[src/rtl/seven_seg_pkg.sv]
// Shared definitions for the seven-segment scan controller slice.
//   scan_state_e : scan FSM encoding (IDLE / BLANK / SHOW)
//   ANODE_OFF    : per-bit inactive level of a common-anode enable (active-low)
//   DP_OFF       : inactive level of the decimal point (active-low)
//   DEF_*        : default timing/geometry used by the modules below
package seven_seg_pkg;

  typedef enum logic [1:0] {
    IDLE,
    BLANK,
    SHOW
  } scan_state_e;

  localparam logic ANODE_OFF = 1'b1;
  localparam logic DP_OFF    = 1'b1;

  localparam int unsigned DEF_NUM_DIGITS   = 4;
  localparam int unsigned DEF_REFRESH_DIV  = 100000;
  localparam int unsigned DEF_BLANK_CYCLES = 1000;

endpackage

[src/rtl/seven_seg_slot_timer.sv]
// Slot timer for multiplexed display drivers.
// Counts 0..REFRESH_DIV-1 while run is high, wrapping to 0 after the last
// count; clear (or rst) forces the count to 0.
//   clk, rst    : clock, synchronous active-high reset
//   clear       : synchronous restart of the slot
//   run         : advance the count this cycle
//   blank_done  : high during the last cycle of the blanking gap
//   slot_done   : high during the last cycle of the slot
module seven_seg_slot_timer
  import seven_seg_pkg::*;
#(
  parameter int unsigned REFRESH_DIV  = DEF_REFRESH_DIV,
  parameter int unsigned BLANK_CYCLES = DEF_BLANK_CYCLES
) (
  input  logic clk,
  input  logic rst,
  input  logic clear,
  input  logic run,
  output logic blank_done,
  output logic slot_done
);

  localparam int unsigned CW = (REFRESH_DIV > 1) ? $clog2(REFRESH_DIV) : 1;

  logic [CW-1:0] count;

  assign blank_done = (count == CW'(BLANK_CYCLES - 1));
  assign slot_done  = (count == CW'(REFRESH_DIV - 1));

  always_ff @(posedge clk) begin
    if (rst || clear) begin
      count <= '0;
    end else if (run) begin
      count <= slot_done ? '0 : count + 1'b1;
    end
  end

endmodule

[src/rtl/seven_seg_scan_ctrl.sv]
// Time-multiplexing scan controller for NUM_DIGITS common-anode digits that
// share one external seven-segment decoder. Each digit slot opens with a
// blanking gap (all anodes off) and then lights the digit. Display data is
// double-buffered: load writes the shadow copy, which becomes active at the
// next frame boundary (or immediately while idle).
// Optional build macro: SEVEN_SEG_LZ_BLANK_EN (leading-zero suppression).
//   clk, rst    : clock, synchronous active-high reset
//   enable      : scan enable; low forces all anodes off and returns to IDLE
//   load        : strobe capturing digit_data/dp_data into the shadow copy
//   digit_data  : BCD nibbles, digit 0 in [3:0]
//   dp_data     : decimal-point request per digit
//   bin_out     : nibble to the decoder
//   an_out      : anode enables, active-low
//   dp_out      : decimal point, active-low
//   digit_idx   : current digit index
//   frame_done  : one-cycle pulse after the last digit's slot ends
module seven_seg_scan_ctrl
  import seven_seg_pkg::*;
#(
  parameter int unsigned NUM_DIGITS   = DEF_NUM_DIGITS,
  parameter int unsigned REFRESH_DIV  = DEF_REFRESH_DIV,
  parameter int unsigned BLANK_CYCLES = DEF_BLANK_CYCLES
) (
  input  logic                          clk,
  input  logic                          rst,
  input  logic                          enable,
  input  logic                          load,
  input  logic [4*NUM_DIGITS-1:0]       digit_data,
  input  logic [NUM_DIGITS-1:0]         dp_data,
  output logic [3:0]                    bin_out,
  output logic [NUM_DIGITS-1:0]         an_out,
  output logic                          dp_out,
  output logic [$clog2(NUM_DIGITS)-1:0] digit_idx,
  output logic                          frame_done
);

  localparam int unsigned IW = $clog2(NUM_DIGITS);
  localparam logic [IW-1:0] LAST_IDX = IW'(NUM_DIGITS - 1);

  scan_state_e state, state_nxt;
  logic [IW-1:0] idx_nxt;
  logic wrap;

  logic [NUM_DIGITS-1:0][3:0] shadow, shadow_nxt, active, active_nxt;
  logic [NUM_DIGITS-1:0]      shadow_dp, shadow_dp_nxt, active_dp, active_dp_nxt;
  logic                       pending, pending_nxt;

  logic [NUM_DIGITS-1:0] an_nxt;
  logic                  dp_nxt;
  logic [3:0]            bin_nxt;
  logic                  suppress;

  logic blank_done, slot_done;

  seven_seg_slot_timer #(
    .REFRESH_DIV (REFRESH_DIV),
    .BLANK_CYCLES(BLANK_CYCLES)
  ) u_slot_timer (
    .clk       (clk),
    .rst       (rst),
    .clear     ((state == IDLE) || !enable),
    .run       (state != IDLE),
    .blank_done(blank_done),
    .slot_done (slot_done)
  );

  always_comb begin
    state_nxt     = state;
    idx_nxt       = digit_idx;
    wrap          = 1'b0;
    shadow_nxt    = shadow;
    shadow_dp_nxt = shadow_dp;
    active_nxt    = active;
    active_dp_nxt = active_dp;
    pending_nxt   = pending;

    unique case (state)
      IDLE: begin
        if (enable) begin
          state_nxt = BLANK;
          idx_nxt   = '0;
        end
      end
      BLANK: begin
        if (blank_done) state_nxt = SHOW;
      end
      SHOW: begin
        if (slot_done) begin
          state_nxt = BLANK;
          if (digit_idx == LAST_IDX) begin
            idx_nxt = '0;
            wrap    = 1'b1;
          end else begin
            idx_nxt = digit_idx + 1'b1;
          end
        end
      end
      default: state_nxt = IDLE;
    endcase

    if (!enable) begin
      state_nxt = IDLE;
      idx_nxt   = '0;
      wrap      = 1'b0;
    end

    // Commit reads the current shadow, so a load on the boundary edge
    // lands in shadow and waits for the following boundary.
    if ((state == IDLE || wrap) && pending) begin
      active_nxt    = shadow;
      active_dp_nxt = shadow_dp;
      pending_nxt   = 1'b0;
    end

    if (load) begin
      shadow_nxt    = digit_data;
      shadow_dp_nxt = dp_data;
      if (state == IDLE) begin
        active_nxt    = digit_data;
        active_dp_nxt = dp_data;
        pending_nxt   = 1'b0;
      end else begin
        pending_nxt = 1'b1;
      end
    end
  end

`ifdef SEVEN_SEG_LZ_BLANK_EN
  // Digit k>0 stays dark when it and every higher digit are zero with no dp.
  always_comb begin
    suppress = (idx_nxt != '0);
    for (int unsigned j = 0; j < NUM_DIGITS; j++) begin
      if ((IW'(j) >= idx_nxt) && ((active_nxt[j] != 4'd0) || active_dp_nxt[j]))
        suppress = 1'b0;
    end
  end
`else
  assign suppress = 1'b0;
`endif

  // Outputs are registered from next-state values so they change on the
  // same edge as the state they describe.
  always_comb begin
    an_nxt  = {NUM_DIGITS{ANODE_OFF}};
    dp_nxt  = DP_OFF;
    bin_nxt = '0;
    if (state_nxt != IDLE) bin_nxt = active_nxt[idx_nxt];
    if (state_nxt == SHOW && !suppress) begin
      an_nxt[idx_nxt] = ~ANODE_OFF;
      dp_nxt          = ~active_dp_nxt[idx_nxt];
    end
  end

  always_ff @(posedge clk) begin
    if (rst) begin
      state      <= IDLE;
      digit_idx  <= '0;
      shadow     <= '0;
      shadow_dp  <= '0;
      active     <= '0;
      active_dp  <= '0;
      pending    <= 1'b0;
      an_out     <= {NUM_DIGITS{ANODE_OFF}};
      dp_out     <= DP_OFF;
      bin_out    <= '0;
      frame_done <= 1'b0;
    end else begin
      state      <= state_nxt;
      digit_idx  <= idx_nxt;
      shadow     <= shadow_nxt;
      shadow_dp  <= shadow_dp_nxt;
      active     <= active_nxt;
      active_dp  <= active_dp_nxt;
      pending    <= pending_nxt;
      an_out     <= an_nxt;
      dp_out     <= dp_nxt;
      bin_out    <= bin_nxt;
      frame_done <= wrap;
    end
  end

endmodule
[config.mk]
export PLATFORM = sky130hd
export DESIGN_NAME = seven_seg_scan_ctrl
export DESIGN_NICKNAME = d
export VERILOG_FILES = /design/src/rtl/seven_seg_pkg.sv /design/src/rtl/seven_seg_slot_timer.sv /design/src/rtl/seven_seg_scan_ctrl.sv
export SDC_FILE = /design/constraint.sdc
export NUM_CORES = 1
export LEC_CHECK = 0
export BUFFER_PORTS_ARGS = -buffer_cell sky130_fd_sc_hd__buf_2
export CORE_UTILIZATION = 40
export DETAILED_ROUTE_END_ITERATION = 16
export PLACE_DENSITY = 0.55
export SYNTH_ARGS = -nofsm -noshare
export SYNTH_HDL_FRONTEND = slang
export SYNTH_SLANG_ARGS = --single-unit
[constraint.sdc]
create_clock -name clk -period 3.4 [get_ports clk]
set_clock_uncertainty 0.2 [all_clocks]
set_input_delay 0.68 -clock clk [delete_from_list [all_inputs] [get_ports clk]]
set_output_delay 0.68 -clock clk [all_outputs]
set_load 0.05 [all_outputs]
---- Word-level counts from Yosys, hierarchy flattened ----
Cells that the tools add are included.
storage, ports and cells
  register bits ........................... 72
  latch bits .............................. 0
  RAM bits ................................ 0
  bits in read-only memories .............. 0
  input port bits ......................... 24
  output and inout bits ................... 12
  logic and storage cells ................. 72
  memories kept ........................... 0
operators by class
  add/subtract/negate cells ............... 2
  multipliers ............................. 0
  divide/modulo/power cells ............... 0
  magnitude comparators ................... 2
  eq/ne operators ......................... 6
  shift operators ......................... 0
  mux-type cells .......................... 28
  bitwise gates (word level) .............. 4
  reduce and logical (&&, ||, !) cells .... 12
operators with widths
  cell                                                                                  number
  16-bit two-way mux                                                                    3
  17-bit by 1-bit adder with 17-bit output (second input constant)                      1
  17-bit by 10-bit == test with 1-bit output (second input constant)                    1
  17-bit == test (second input constant)                                                1
  17-bit two-way mux                                                                    1
  4-bit two-way mux                                                                     4
  2-bit two-way mux                                                                     6
  1-bit two-way mux                                                                     9
  4-bit binary-select mux with 2-bit select                                             1
  2-bit == test (second input constant)                                                 3
  2-bit one-hot mux with 3 select lines                                                 1
  2-bit nonzero test                                                                    3
  4-bit inverter                                                                        1
  2-bit one-hot mux with 2 select lines                                                 1
  2-bit OR reduction                                                                    2
  1-bit logical OR                                                                      3
  2-bit by 3-bit less-than comparator with 1-bit output (second input constant)         1
  1-bit inverter                                                                        3
  2-bit by 1-bit adder with 2-bit output (second input constant)                        1
  1-bit binary-select mux with 2-bit select                                             1
  1-bit demux with 2-bit select                                                         1
  2-bit by 1-bit == test with 1-bit output (second input constant)                      1
  2-bit by 1-bit greater-or-equal comparator with 1-bit output (second input constant)  1
  1-bit logical AND                                                                     2
  2 further kinds                                                                       2

---- Depth between registers and ports, before layout ----
Gate-level depths: netlist (run 1).
  word-level depth ........................ 13
  gate-level depth with buffers ........... 10
  mapped depth without buffers ............ 8

---- Modules after synthesis ----
A second synthesis (run 1) with hierarchy kept.
second synthesis, totals
  cells, all modules ...................... 368
  area total of the unflattened synthesis .. 3,338.2 um^2
modules (own cells, without submodules)
  module                times used  cells each  area an instance (um^2)  sequential area each (um^2)
  seven_seg_scan_ctrl   1           269         2,472.4                  1,101.1
  seven_seg_slot_timer  1           99          865.8                    340.3

---- Worst setup path after synthesis (run 1) ----
OpenSTA, ideal clock, no wires.
  path type ............................... reg-to-reg
  from .................................... register digit_idx[0]
  to ...................................... register dp_out
  setup time .............................. 0.120 ns
  arrival time ............................ 2.050 ns
  data required time ...................... 3.080 ns
  setup slack ............................. 1.030 ns
  stages on the path, launching flop included .. 9
  buffers on the path ..................... 0
  clock period less this slack ............ 2.370 ns
  cells stage by stage .................... dfxtp_1 > ha_1 > nand4b_1 > nor3_2 > a21o_4 > nand2_1 > a311oi_2 > nor3b_1 > a211o_1
on the way
  word-level cells in the longest chain between the ends .. 13
  elaborated cells on any way between the ends .. 18
  classes of those cells .................. 1 x add/sub; 1 x eq/ne; 13 x mux; 1 x bitwise; 2 x reduce/logical
ends and longest elaborated chain
  element                                        line                        source
  start: declaration                             seven_seg_scan_ctrl.sv:33   output logic [$clog2(NUM_DIGITS)-1:0] digit_idx,
  start signal: assignment                       seven_seg_scan_ctrl.sv:169  digit_idx <= idx_nxt;
  2-bit == test                                  seven_seg_scan_ctrl.sv:90   if (digit_idx == LAST_IDX) begin
  1-bit two-way mux                              seven_seg_scan_ctrl.sv:90
  1-bit two-way mux                              seven_seg_scan_ctrl.sv:88   if (slot_done) begin
  1-bit two-way mux                              seven_seg_scan_ctrl.sv:77   unique case (state)
  1-bit two-way mux                              seven_seg_scan_ctrl.sv:101  if (!enable) begin
  1-bit logical OR                               seven_seg_scan_ctrl.sv:109  if ((state == IDLE || wrap) && pending) begin
  1-bit logical AND                              seven_seg_scan_ctrl.sv:109
  4-bit two-way mux                              seven_seg_scan_ctrl.sv:109
  4-bit two-way mux                              seven_seg_scan_ctrl.sv:118  if (state == IDLE) begin
  4-bit two-way mux                              seven_seg_scan_ctrl.sv:115  if (load) begin
  1-bit binary-select mux with 2-bit select (*)  seven_seg_scan_ctrl.sv:150  dp_nxt = ~active_dp_nxt[idx_nxt];
  1-bit two-way mux (implied by the code) (*)    seven_seg_scan_ctrl.sv:150
  1-bit inverter (*)                             seven_seg_scan_ctrl.sv:150
  end signal: assignment                         seven_seg_scan_ctrl.sv:176  dp_out <= dp_nxt;
  end: declaration                               seven_seg_scan_ctrl.sv:32   output logic dp_out,
Mark *: on every way between the ends. The rest lies on a longest branch, timed or not. The select of a mux whose other input is x is not followed.
A chain may end at the register's enable or synchronous reset.

---- Worst setup path in the final report (run 1) ----
  from .................................... register state[0]
  to ...................................... register bin_out[0]
on the way
  word-level cells in the longest chain between the ends .. 10
  elaborated cells on any way between the ends .. 21
  classes of those cells .................. 2 x eq/ne; 13 x mux; 1 x bitwise; 5 x reduce/logical
ends and longest elaborated chain
  element                                    line                        source
  start: declaration                         seven_seg_scan_ctrl.sv:40   scan_state_e state, state_nxt;
  start signal: assignment                   seven_seg_scan_ctrl.sv:168  state <= state_nxt;
  2-bit == test                              seven_seg_scan_ctrl.sv:77
  1-bit two-way mux                          seven_seg_scan_ctrl.sv:77
  1-bit two-way mux                          seven_seg_scan_ctrl.sv:101
  1-bit logical OR                           seven_seg_scan_ctrl.sv:109
  1-bit logical AND                          seven_seg_scan_ctrl.sv:109
  16-bit two-way mux                         seven_seg_scan_ctrl.sv:109
  16-bit two-way mux                         seven_seg_scan_ctrl.sv:118
  16-bit two-way mux                         seven_seg_scan_ctrl.sv:115
  4-bit binary-select mux with 2-bit select  seven_seg_scan_ctrl.sv:147  if (state_nxt != IDLE) bin_nxt = active_nxt[idx_nxt];
  4-bit two-way mux (implied by the code)    seven_seg_scan_ctrl.sv:147
  end signal: assignment                     seven_seg_scan_ctrl.sv:177  bin_out <= bin_nxt;
  end: declaration                           seven_seg_scan_ctrl.sv:30   output logic [3:0] bin_out,
Parallel ways exist; a longest one is shown, timed or not. The select of a mux whose other input is x is not followed.

==> results of run 1 <==
sequential cells by signal (all words and copies together), names as in the netlist:
signal	flops
an_out	4
shadow_dp	4
digit_idx	2
active_dp	4
state	2
bin_out	4
dp_out	1
active	16
u_slot_timer.count	17
shadow	16
frame_done	1
pending	1
critical path, stage by stage (launching register included):
cell      delay [ns]
dfxtp_1         0.61
nor2_1          0.20
nand2_1         0.48
buf_4           0.29
nor2_1          0.07
a311oi_1        0.24
o21ai_0         0.17
a21oi_1         0.19
layout make-up:
cell class                      instances  area [um2]  area share (%)
Clock inverter                          6        60.1            1.66
Multi-Input combinational cell        271        1640            45.2
Inverter                                5        18.8           0.518
Clock buffer                           10         128            3.52
Timing Repair Buffer                   40         213            5.87
Tap cell                              102         128            3.52
Sequential cell                        72        1440            39.8
cells by family (layout without fill, tap and decap cells):
family,Yosys count,in the layout,share of synthesized area [%]
AND/OR/NAND/NOR,176,176,26.7
flip-flops,72,72,44.8
AO/OA/AOI/OAI,58,58,12.9
buffers and inverters,26,61,4.35
multiplexers,24,24,7.46
XOR/XNOR,11,11,2.99
adder cells (fa/ha/maj),2,2,0.777
cell usage in the layout (no fill, tap or decap), drive strengths merged, types with 6 or more instances in the layout:
master  Yosys  final
nand2      54     54
nand3       9      9
a21oi      12     12
o21ai       7      7
xnor2       6      6
mux2i      24     24
nor2       66     66
dfxtp      72     72
clkbuf     14     10
nor2b      12     12
a31oi      13     13
buf         7     40
layer usage:
layer	share of wire, %	GRT usage, %	vias to the layer above
met4	1.0	5.86	0
met5	0	0	-
met2	42	27.2	59
met1	51	26.1	1222
li1	-	-	1332
met3	5.3	5.56	7
per-stage QoR:
stage	cells	area (um2)	power, W	hold slack [ns]	utilization, %
after floorplan	369	3220	0.00102	0.217	-
after detailed placement	490	3440	0.00106	0.244	44.2
final	506	3620	0.00170	0.252	46.7
after CTS	506	3620	0.00172	0.255	46.7
after global routing	506	3620	0.00178	0.278	46.7
after global placement	490	3440	0.00106	0.239	44.2
worst min-delay path by stage:
stage / cells after the start / slack (ns) / end / from
after floorplan: 1 / 0.22 / u_slot_timer.count[0] / u_slot_timer.count[0]
after global placement: 1 / 0.24 / u_slot_timer.count[0] / u_slot_timer.count[0]
final: 1 / 0.25 / u_slot_timer.count[0] / u_slot_timer.count[0]
after CTS: 1 / 0.25 / u_slot_timer.count[0] / u_slot_timer.count[0]
after detailed placement: 1 / 0.24 / u_slot_timer.count[0] / u_slot_timer.count[0]
after global routing: 1 / 0.28 / u_slot_timer.count[0] / u_slot_timer.count[0]
synthesized netlist by cell type (2+ instances only):
cell | count | area, um2
nor3_1 | 3 | 15.0
nor2b_1 | 12 | 75.1
nand3b_1 | 2 | 15.0
a31oi_1 | 13 | 81.3
nor4b_1 | 2 | 17.5
xor2_1 | 5 | 43.8
o21ai_0 | 7 | 35.0
a21oi_1 | 11 | 55.1
o211ai_1 | 2 | 15.0
a311oi_1 | 4 | 35.0
ha_1 | 2 | 25.0
o22ai_1 | 2 | 12.5
inv_1 | 5 | 18.8
and3_1 | 2 | 12.5
clkbuf_1 | 13 | 48.8
dfxtp_1 | 72 | 1440
nor2_1 | 65 | 244
mux2i_1 | 24 | 240
xnor2_1 | 6 | 52.6
nor3b_1 | 3 | 22.5
and2_1 | 2 | 12.5
a211oi_1 | 5 | 37.5
nand4b_1 | 2 | 17.5
a22oi_1 | 4 | 30.0
nor4_1 | 2 | 12.5
nand2_1 | 53 | 199
or3_1 | 5 | 31.3
buf_6 | 3 | 33.8
nand3_1 | 9 | 45.0
power breakdown:
group | internal (W) | switching, W | total, W | leakage, nW
Combinational | 0.0000616 | 0.0000890 | 0.000151 | 0.740
Sequential | 0.000879 | 0.0000146 | 0.000894 | 0.590
Clock | 0.000335 | 0.000318 | 0.000653 | 0.0920
==> impl_metrics.ini, run 1 <==
[cts]
cts_resized = 0
cts_tree = done
numCtsBuffers = 9
clock_latency_ns = 0.35
clk_path_buf_depth = 2
ctsHoldBuffers = 0
htreeDepth = 3
clk_pin_slew_ns = 0.07
clock_sinks = 72
cts_root_buf = clkbuf_8
cts_setup_buffers = 0

[worst_setup_path]
end_kind = flop
timing.critical_path.from = state[0]
reg2reg_from = state[0]
critPathArrivalTime_ns = 2.61
r2r_cells = 7
worstPathRequired_ns = 3.47
timing.rr.end = bin_out[0]
cp-start-kind = flop
worst-r2r-setup-slack_ns = 0.87
cp_max_fo = 16
path_class = flop to flop
cp-endpoint = bin_out[0]

[sta]
timing.fmax_mhz = 395
max-slew-margin-rel_pct = 59.9
setup_tns_ns = 0
finalCritPeriodShare_pct = 74.5
rsz0062_at_grt = false
finalHoldViolCount = 0
layout_min_cycle_time_ns = 2.53
worst_pin_slew_ns = 0.602
final-setup-viol-count = 0
fin_ws_ns = 0.867
slew_violations = 0

[synth]
synth_ff_type = dfxtp_1
postSynthAreaPerCell_um2 = 8.72
synth.net_count = 395
ys_ff_latch = 72
synthDistinctLibCells = 58
synthCells = 369
synth_area_um2 = 3220
ys_warn_count = 0
async_reset_ff_share_pct = 0
synth_edf_count = 0
ys_seq_area_share_pct = 44.8

[die]
start_util_pct = 41.4
die-area_um2 = 8410
row_count = 32
die_h_um = 91.7
io_pins = 36
core_area_um2 = 7770
dieWidth_um = 91.7

[global_route]
grt_pass1_wl_um = 12000
grt_pass1_vias = 2394
grt_max_degree = 43
grt.overflow.total = 0
antenna_found_initial = 0
globalRouteTotalUtil_pct = 18.6

[placement]
place_ws_ns = 0.814
io_buffers = 35
hpwl_um = 4770
finalWeightedCongestion = 0.736

[detailed_routing]
drt-total-wl_um = 7100
drtAntennaViolNets = 0
vias = 2620
drt-wirelength-per-cell_um = 14.0
drt-initial-drc-count = 118
drc = 0
drt_pre_antenna_iters = 4
via_per_inst = 5.18

[layout]
antenna_cells = 0
drive_gt1_share_pct = 17.1
fillers = 780
layout.nets = 425
area_growth_pct = 12.6

[status]
status = finished, final reports clean

[power_and_ir_drop]
cellLeakagePower_nw = 1.42
powerDensity_nw_per_um2 = 468
vdd_ir_drop_max_uv = 217

[run]
drv_cap = 0

[min_path]
hold_path.class = flop to flop
Power figures use the tool's default switching activity.
==> run 2: changes to the inputs <==
--- a/config.mk
+++ b/config.mk
@@ -5,6 +5,7 @@
 export SDC_FILE = /design/constraint.sdc
 export NUM_CORES = 1
 export LEC_CHECK = 0
+export ABC_AREA = 1
 export BUFFER_PORTS_ARGS = -buffer_cell sky130_fd_sc_hd__buf_2
 export CORE_UTILIZATION = 40
 export DETAILED_ROUTE_END_ITERATION = 16
==> constraint.sdc (replaced) <==
create_clock -name clk -period 2.49 [get_ports clk]
set_clock_uncertainty 0.2 [all_clocks]
set_input_delay 0.498 -clock clk [delete_from_list [all_inputs] [get_ports clk]]
set_output_delay 0.498 -clock clk [all_outputs]
set_load 0.05 [all_outputs]
==> run 2 against run 1 <==
First-iteration DRC count rose by 56%. Largest power group unchanged. Total power rose by 55%. Routed wire length rose by 19%.
==> impl_metrics.ini, run 2 <==
[layout]
final_common_cell = nand2_1
sequential_cell_area_um2 = 1440
top_register = u_slot_timer.count
reg_top3 = u_slot_timer.count x17, active x16, shadow x16
fillers = 810
stdcell_area_um2 = 3840
largest_reg_flops = 17
final_cell_mix = nand2_1, dfxtp_1, nand3_1, nor2_1, inv_1
area_growth_pct = 17.5
layout.nets = 532
multiInputGateArea_um2 = 1570
antenna_cells = 0
drive_gt1_share_pct = 15.9

[detailed_routing]
drt_pre_antenna_iters = 4
drtAntennaViolNets = 0
drt-initial-drc-count = 184
drt-total-wl_um = 8490
drc = 0
via_per_inst = 5.04
drt-wirelength-per-cell_um = 13.8
vias = 3090

[sta]
fin_ws_ns = 0.206
worst_pin_slew_ns = 0.630
setup_tns_ns = 0
rsz0062_at_grt = true
timing.fmax_mhz = 438
finalCritPeriodShare_pct = 91.7
final-setup-viol-count = 0
max-slew-margin-rel_pct = 58.0
holdWs_ns = 0.177
layout_min_cycle_time_ns = 2.28
finalHoldViolCount = 0
slew_violations = 0

[cts]
htreeDepth = 3
clk_path_buf_depth = 2
clock_sinks = 72
ctsHoldBuffers = 0
numCtsBuffers = 9
cts_tree = done
cts_setup_buffers = 0
clock_latency_ns = 0.35
clk_pin_slew_ns = 0.08
cts_resized = 0
cts_root_buf = clkbuf_8

[power_and_ir_drop]
switching_share_pct = 24.3
power.total_w = 0.00263
powerDensity_nw_per_um2 = 684
p_seq_share_pct = 46.7
cellLeakagePower_nw = 1.66
p_comb_share_pct = 10.0
switchingPower_w = 0.000637
vdd_ir_drop_max_uv = 315
p_int_w = 0.00199
clkPwrFrac_pct = 43.4

[placement]
place_ws_ns = 0.180
placed_area_um2 = 3570
finalWeightedCongestion = 0.855
io_buffers = 35
hpwl_um = 5960

[worst_setup_path]
path_common_cell = nand3_1
crit_slowest_cell = dfxtp_1
critPathArrivalTime_ns = 2.32
cp-start-kind = flop
reg2reg_from = u_slot_timer.count[0]
slowest_delay_ns = 0.36
cp_max_fo = 7
end_kind = flop
worstPathRequired_ns = 2.52
timing.rr.end = dp_out
worst-r2r-setup-slack_ns = 0.21
path_cells = ha_1 > nand2_1 > inv_2 > nand2_2 > nor2_2 > nand4_1 > nand2_2 > buf_4 > nand3_1 > nand3_1 > o21ai_1 > a21boi_1 > nand3_1
path_class = flop to flop
r2r_cells = 13

[die]
die_h_um = 92.4
core_area_um2 = 7810
io_pins = 36
dieWidth_um = 92.4
start_util_pct = 41.8
die-area_um2 = 8530
row_count = 32

[run]
drv_cap = 0

[global_route]
grt_max_degree = 23
globalRouteTotalUtil_pct = 22.1
grt.overflow.total = 0
antenna_found_initial = 0
grt_pass1_wl_um = 14600
grt_pass1_vias = 2966

[synth]
ys_warn_count = 0
synthCells = 468
synth.net_count = 494
ys_ff_latch = 72
synth_area_leaders = dfxtp_1, nand2_1, nand3_1
synth.most_common_cell = nand2_1
postSynthAreaPerCell_um2 = 6.98
synth_top_area_share_pct = 44.1
synth_top_area_cell = dfxtp_1
yosys-top-cells-count = nand2_1, dfxtp_1, nand3_1
synthDistinctLibCells = 29
async_reset_ff_share_pct = 0
synth_ff_type = dfxtp_1
synth_area_um2 = 3270
ys_seq_area_share_pct = 44.1
synth_edf_count = 0

[min_path]
holdPathStages = 3
min_to = shadow[7]
hold_start = digit_data[7]
hold_path.class = input pin to flop

[status]
status = finished, final reports clean
==> run 2: cell types whose count changed in the layout (fill, tap and decap cells not counted), moves of 16 or more <==
cell	delta
nand2_1	+42
inv_1	+41
nand3_1	+58
mux2i_1	-24
o21ai_0	+18
a21oi_1	+16
==> run 2: power groups by stage <==
| stage | clock [W] | sequential [W] | combinational (W) |
|---|---|---|---|
| after global routing | 0.00121 | 0.00123 | 0.000298 |
| after CTS | 0.00117 | 0.00123 | 0.000261 |
| after detailed placement | 0 | 0.00125 | 0.000260 |
| after floorplan | 0 | 0.00126 | 0.000165 |
| after global placement | 0 | 0.00125 | 0.000264 |
| final | 0.00114 | 0.00123 | 0.000262 |
==> run 2: final cells by class <==
class                      count  share of cell area [%]
clock inverter                 5                    2.71
multi-input combinational    328                    40.9
sequential                    72                    37.5
tap                          102                    3.32
clock buffer                  11                    3.68
inverter                      50                    4.92
timing repair buffer          45                    6.94
==> run 2: metrics by stage <==
step / std cells / utilization (%)
detailed placement: 597 / 45.8
finish: 613 / 49.2
global placement: 597 / 45.8
global route: 613 / 49.2
CTS: 613 / 48.9
floorplan: 468 / -
==> run 2: layer usage <==
metal | up-vias | track usage [%] | routed length, um
met5 | - | 0 | 0
met3 | 9 | 3.94 | 555
li1 | 1586 | - | -
met1 | 1398 | 32.1 | 4300
met2 | 97 | 31.8 | 3510
met4 | 0 | 9.64 | 126
==> run 2: worst max path at each step <==
| stage | from | end | depth (start not counted) |
|---|---|---|---|
| floorplan | digit_idx[0] | bin_out[2] | 13 |
| global placement | enable | bin_out[1] | 13 |
| detailed placement | u_slot_timer.count[0] | bin_out[1] | 15 |
| CTS | u_slot_timer.count[0] | bin_out[1] | 15 |
| global route | u_slot_timer.count[0] | bin_out[3] | 14 |
| finish | u_slot_timer.count[0] | dp_out | 13 |
==> run 2: worst max-delay path, delay by kind of cell (launching register included) <==
kind	cells	cell delay [ns]
compound gates	2	0.28
flops	1	0.36
simple gates	8	0.88
fa+ha+maj	1	0.18
buf+inv	2	0.26
==> run 2: logic make-up after synthesis <==
family	Yosys count	synth area share, %
buffers and inverters	68	8.39
adders and majority gates	2	0.766
xor gates and xnor gates	5	1.34
and+or+nand+nor	264	36.4
DFF	72	44.1
AOI/OAI and AO/OA	57	9.00
